### config.mk
export PLATFORM = sky130hd
export DESIGN_NAME = rgb_driver
export DESIGN_NICKNAME = d
export VERILOG_FILES = /design/src/rtl/rgb_driver.sv
export SDC_FILE = /design/constraint.sdc
export NUM_CORES = 1
export LEC_CHECK = 0
export CAP_MARGIN = 15
export CORE_MARGIN = 10
export CORE_UTILIZATION = 35
export DETAILED_ROUTE_END_ITERATION = 6
export SLEW_MARGIN = 10
export SYNTH_ARGS = -nofsm -noshare
export SYNTH_HDL_FRONTEND = slang
export SYNTH_SLANG_ARGS = --single-unit
export TNS_END_PERCENT = 50
### constraint.sdc
create_clock -name clk -period 4.35 [get_ports clk]
set_clock_uncertainty 0.1 [all_clocks]
set_input_delay 0.435 -clock clk [delete_from_list [all_inputs] [get_ports clk]]
set_output_delay 0.435 -clock clk [all_outputs]
set_load 0.03 [all_outputs]
### src/rtl/rgb_driver.sv
`default_nettype none
// ============================================================================
// Module   : rgb_driver
// Purpose  : WS2812-style single-wire serializer; pulse-width-coded bits with
//            run-time prescaler, bit period and high times.
//            Define RGB_DRIVER_LSB_FIRST_EN to shift bytes out LSB first.
// Revision : 1.0
// ============================================================================
module rgb_driver (
    input  logic        clk,
    input  logic        reset,
    input  logic        enable,
    input  logic [7:0]  clk_div,
    input  logic [15:0] clk_max,
    input  logic [7:0]  data,
    input  logic [15:0] hi_in_1,
    input  logic [15:0] hi_in_0,
    output logic        no_pulse,
    output logic        out
);

    typedef enum logic [0:0] {
        IDLE = 1'b0,
        SEND = 1'b1
    } state_t;

    state_t      r_state, w_state_next;
    logic [7:0]  r_presc, w_presc_next;
    logic [15:0] r_tick, w_tick_next;
    logic [2:0]  r_bit, w_bit_next;
    logic [7:0]  r_shift, w_shift_next;
    logic [7:0]  r_div, w_div_next;
    logic [15:0] r_period_m1, w_period_m1_next;
    logic [15:0] r_hi1, w_hi1_next;
    logic [15:0] r_hi0, w_hi0_next;
    logic        r_out, w_out_next;
    logic        r_no_pulse, w_no_pulse_next;
    logic        w_load;
    logic        w_cur_bit;
    logic [7:0]  w_shift_adv;

`ifdef RGB_DRIVER_LSB_FIRST_EN
    assign w_shift_adv = {1'b0, r_shift[7:1]};
    assign w_cur_bit   = w_shift_next[0];
`else
    assign w_shift_adv = {r_shift[6:0], 1'b0};
    assign w_cur_bit   = w_shift_next[7];
`endif

    always_ff @(posedge clk or negedge reset) begin
        if (!reset) begin
            r_state     <= IDLE;
            r_presc     <= 8'd0;
            r_tick      <= 16'd0;
            r_bit       <= 3'd0;
            r_shift     <= 8'd0;
            r_div       <= 8'd0;
            r_period_m1 <= 16'd0;
            r_hi1       <= 16'd0;
            r_hi0       <= 16'd0;
            r_out       <= 1'b0;
            r_no_pulse  <= 1'b1;
        end else begin
            r_state     <= w_state_next;
            r_presc     <= w_presc_next;
            r_tick      <= w_tick_next;
            r_bit       <= w_bit_next;
            r_shift     <= w_shift_next;
            r_div       <= w_div_next;
            r_period_m1 <= w_period_m1_next;
            r_hi1       <= w_hi1_next;
            r_hi0       <= w_hi0_next;
            r_out       <= w_out_next;
            r_no_pulse  <= w_no_pulse_next;
        end
    end

    always_comb begin
        w_state_next     = r_state;
        w_presc_next     = r_presc;
        w_tick_next      = r_tick;
        w_bit_next       = r_bit;
        w_shift_next     = r_shift;
        w_div_next       = r_div;
        w_period_m1_next = r_period_m1;
        w_hi1_next       = r_hi1;
        w_hi0_next       = r_hi0;
        w_load           = 1'b0;

        case (r_state)
            IDLE: begin
                if (enable) begin
                    w_load = 1'b1;
                end
            end
            SEND: begin
                if (r_presc == r_div) begin
                    w_presc_next = 8'd0;
                    if (r_tick == r_period_m1) begin
                        w_tick_next = 16'd0;
                        if (r_bit == 3'd7) begin
                            if (enable) begin
                                w_load = 1'b1;
                            end else begin
                                w_state_next = IDLE;
                            end
                        end else begin
                            w_bit_next   = r_bit + 3'd1;
                            w_shift_next = w_shift_adv;
                        end
                    end else begin
                        w_tick_next = r_tick + 16'd1;
                    end
                end else begin
                    w_presc_next = r_presc + 8'd1;
                end
            end
            default: begin
                w_state_next = IDLE;
            end
        endcase

        // Byte start: new data and timing snapshot, counters restart at bit 0.
        if (w_load) begin
            w_state_next     = SEND;
            w_shift_next     = data;
            w_div_next       = clk_div;
            w_period_m1_next = (clk_max == 16'd0) ? 16'd0 : (clk_max - 16'd1);
            w_hi1_next       = hi_in_1;
            w_hi0_next       = hi_in_0;
            w_presc_next     = 8'd0;
            w_tick_next      = 16'd0;
            w_bit_next       = 3'd0;
        end

        // Outputs are precomputed for the period that follows this edge.
        w_no_pulse_next = (w_state_next != SEND);
        w_out_next      = (w_state_next == SEND) &&
                          (w_tick_next < (w_cur_bit ? w_hi1_next : w_hi0_next));
    end

    assign out      = r_out;
    assign no_pulse = r_no_pulse;

endmodule
`default_nettype wire

==> flow_metrics.env <==
export IMPL_slowest_stage="dfrtp_1"
export IMPL_synth_distinct_cells=59
export IMPL_vias=4519
export IMPL_status="finished, final reports clean"
export IMPL_path_clk_slew_ns=0.07
export IMPL_dieArea_sq_mm=0.0212
export IMPL_p_sw_frac=0.303
export IMPL_finalPower_mw=2.61
export IMPL_combinationalPowerShare=0.229
export IMPL_port_buffers=68
export IMPL_place_congestion=0.880
export IMPL_antenna_found_initial=0
export IMPL_track_usage=0.136
export IMPL_final_nets=759
export IMPL_synth_ff_type="dfrtp_1"
export IMPL_worst_ep_arrival_time_ns=4.18
export IMPL_vdd_drop_max_v=0.000209
export IMPL_r2r_start="r_tick[3]"
export IMPL_r2r_slack_ns=0.34
export IMPL_diodes=0
export IMPL_grt_max_degree=60
export IMPL_cts_root_buf="clkbuf_16"
export IMPL_setup_tns_ns=0
export IMPL_ios=69
export IMPL_p_leak_nw=3.00
export IMPL_stdcell_count=887
export IMPL_avgSynthCellArea_sq_um=9.05
export IMPL_p_int_mw=1.82
export IMPL_finalSetupViolations=0
export IMPL_htreeDepth=3
export IMPL_cp_cell_sequence="xor2_1, nor4_2, and4_4, and3_1, buf_4, mux2_4, nand2_1, a22o_1, ha_1, a21o_1, a21o_1, a221o_1, nand2_1, and3_1, o21ai_0, nor3_1"
export IMPL_cts_buffer_depth=2
export IMPL_clkSinkCount=94
export IMPL_seqPwrFrac=0.449
export IMPL_synth_nets=697
export IMPL_cts_tree="done"
export IMPL_powerDensity_mw_per_mm2=390
export IMPL_die_h_um=146
export IMPL_syn_to_final_growth_pct=21.3
export IMPL_seq_area_frac_synth=0.426
export IMPL_numCtsBuffers=9
export IMPL_layout_commonest_cell="nand2_1"
export IMPL_async_flop_share=1.00
export IMPL_crit_path_start="r_tick[3]"
export IMPL_required_ns=4.52
export IMPL_rows=45
export IMPL_hold_ws_ns=0.369
export IMPL_synth_area_sq_mm=0.00552
export IMPL_synth_edf_count=0
export IMPL_slew_headroom=0.496
export IMPL_dpl_hpwl_um=10200
export IMPL_p_clk_frac=0.323
export IMPL_die_x_um=146
export IMPL_drv_cap=0
export IMPL_drt_iter0_drc=354
export IMPL_setup_worst_path_end="out"
export IMPL_start_util=0.360
export IMPL_rr_endpoint="out"
export IMPL_critPathMaxStageDelay_ns=0.49
export IMPL_cts_setup_buffers=0
export IMPL_drive_gt1_frac=0.0873
export IMPL_hold_viol=0
export IMPL_layout_common_cells="nand2_1, dfrtp_1, clkdlybuf4s50_1"
export IMPL_worstMarginPinSlew_ns=0.746
export IMPL_dp_cells=870
export IMPL_worstSetupEndpointType="register"
export IMPL_avgViaCountPerCell=5.09
export IMPL_crit_path_start_kind="register"
export IMPL_first_pass_iters=4
export IMPL_reg2reg_depth=16
export IMPL_core_sq_mm=0.0153
export IMPL_grt_pass1_vias=4768
export IMPL_min_path_type="reg -> reg"
export IMPL_synthCells=610
export IMPL_ys_seq_elements=94
export IMPL_path_class="reg -> reg"
export IMPL_yosysWarnings=0
export IMPL_wirelength_um=14000
export IMPL_period_share=0.922
export IMPL_drc=0
export IMPL_wire_per_inst_um=15.8
export IMPL_rsz0062_at_grt="no"
export IMPL_critPathMaxFanout=15
export IMPL_finalCriticalPeriod_ns=4.01
export IMPL_max_freq_mhz=249
export IMPL_p_switching_mw=0.792
export IMPL_grt_pass1_wl_um=23800
export IMPL_antenna_left=0
export IMPL_clk_latency_ns=0.35
export IMPL_grt_overflow_total=0
export IMPL_finalMaxSlewViolations=0
[state kept, by name, indices dropped and copies added (netlist names)]
name / cells
no_pulse: 1
r_hi1: 16
r_bit: 3
r_shift: 8
r_period_m1: 16
r_state: 1
r_div: 8
out: 1
r_presc: 8
r_hi0: 16
r_tick: 16
[worst max-delay path: cells and delay by family, from the launching register on]
family,cells,cell delay [ns]
compound gates,5,0.91
xor+xnor,1,0.22
fa+ha+maj,1,0.23
buf+inv,1,0.21
flops,1,0.49
mux,1,0.41
simple gates,7,1.38
[cell usage after synthesis (all sizes together) (2+ instances only)]
cell type	instances	area (sq um)
a21o	5	37.5
and4	2	20.0
a31oi	4	25.0
inv	4	15.0
and3	6	37.5
ha	20	250
a41oi	2	17.5
a22oi	6	45.0
nand3	12	60.1
nor2	22	82.6
xor2	25	226
nor4	6	62.6
o21ai	43	215
buf	18	173
mux2i	18	193
dfrtp	93	2330
xnor2	16	140
a22o	17	149
nand2	193	724
or3	3	18.8
nor3	10	55.1
a21oi	26	164
nand2b	2	12.5
o41ai	5	51.3
o31ai	8	60.1
nand4	9	62.6
clkbuf	16	70.1
[how the worst min path moves through the flow]
stage / startpoint / to / cells after the start
finish: r_hi1[1] / r_hi1[1] / 2
global route: r_hi1[12] / r_hi1[12] / 2
CTS: r_hi1[1] / r_hi1[1] / 2
floorplan: reset / out / 0
detailed placement: reset / r_period_m1[6] / 1
global placement: reset / r_period_m1[5] / 1
[stage by stage]
stage	worst slack [ns]	instance area, sq um	util
3_3_place_gp	0.345	6360	0.415
2_1_floorplan	0.545	5520	-
6_report	0.341	6700	0.437
4_1_cts	0.322	6670	0.436
3_5_place_dp	0.333	6360	0.415
5_1_grt	0.00302	6700	0.437
[cell type report]
class | instances | area [sq um]
fillers | 1545 | 8620
multi-input cells | 478 | 2910
flip-flops and latches | 94 | 2350
repair buffers | 85 | 846
well taps | 211 | 264
clock buffers | 11 | 233
clock inverters | 4 | 72.6
inverters | 4 | 15.0
[kinds of logic after synthesis]
| logic type | synth area share |
|---|---|
| flip-flops | 0.426 |
| XOR/XNOR | 0.0664 |
| adder cells (fa/ha/maj) | 0.0453 |
| AO/OA/AOI/OAI | 0.160 |
| multiplexers | 0.0376 |
| buffers and inverters | 0.0467 |
| AND/OR/NAND/NOR | 0.217 |
[what timing repair did]
action | in CTS | in global routing
setup endpoints to repair | 0 | 1
gates resized for setup | 0 | 1
hold buffers | 1 | 0
endpoints found under the hold margin | 41 | 0
[layer usage]
layer  GRT usage  up-vias  routed length (um)  part of all wire
li1            -     2237                   -                 -
met1       0.170     2184                6220              0.45
met2       0.222       77                6850              0.49
met3      0.0267       21                 584             0.042
met4      0.0612        0                 325             0.023
met5           0        -                   0                 0
[power by group through the flow]
stage,logic [mW],clock network [mW],registers [mW]
after floorplan,0.419,0,1.14
after global placement,0.588,0,1.18
after detailed placement,0.599,0,1.18
after CTS,0.604,0.862,1.17
after global routing,0.681,0.894,1.19
final,0.596,0.842,1.17
(Power assumes the default switching activity.)
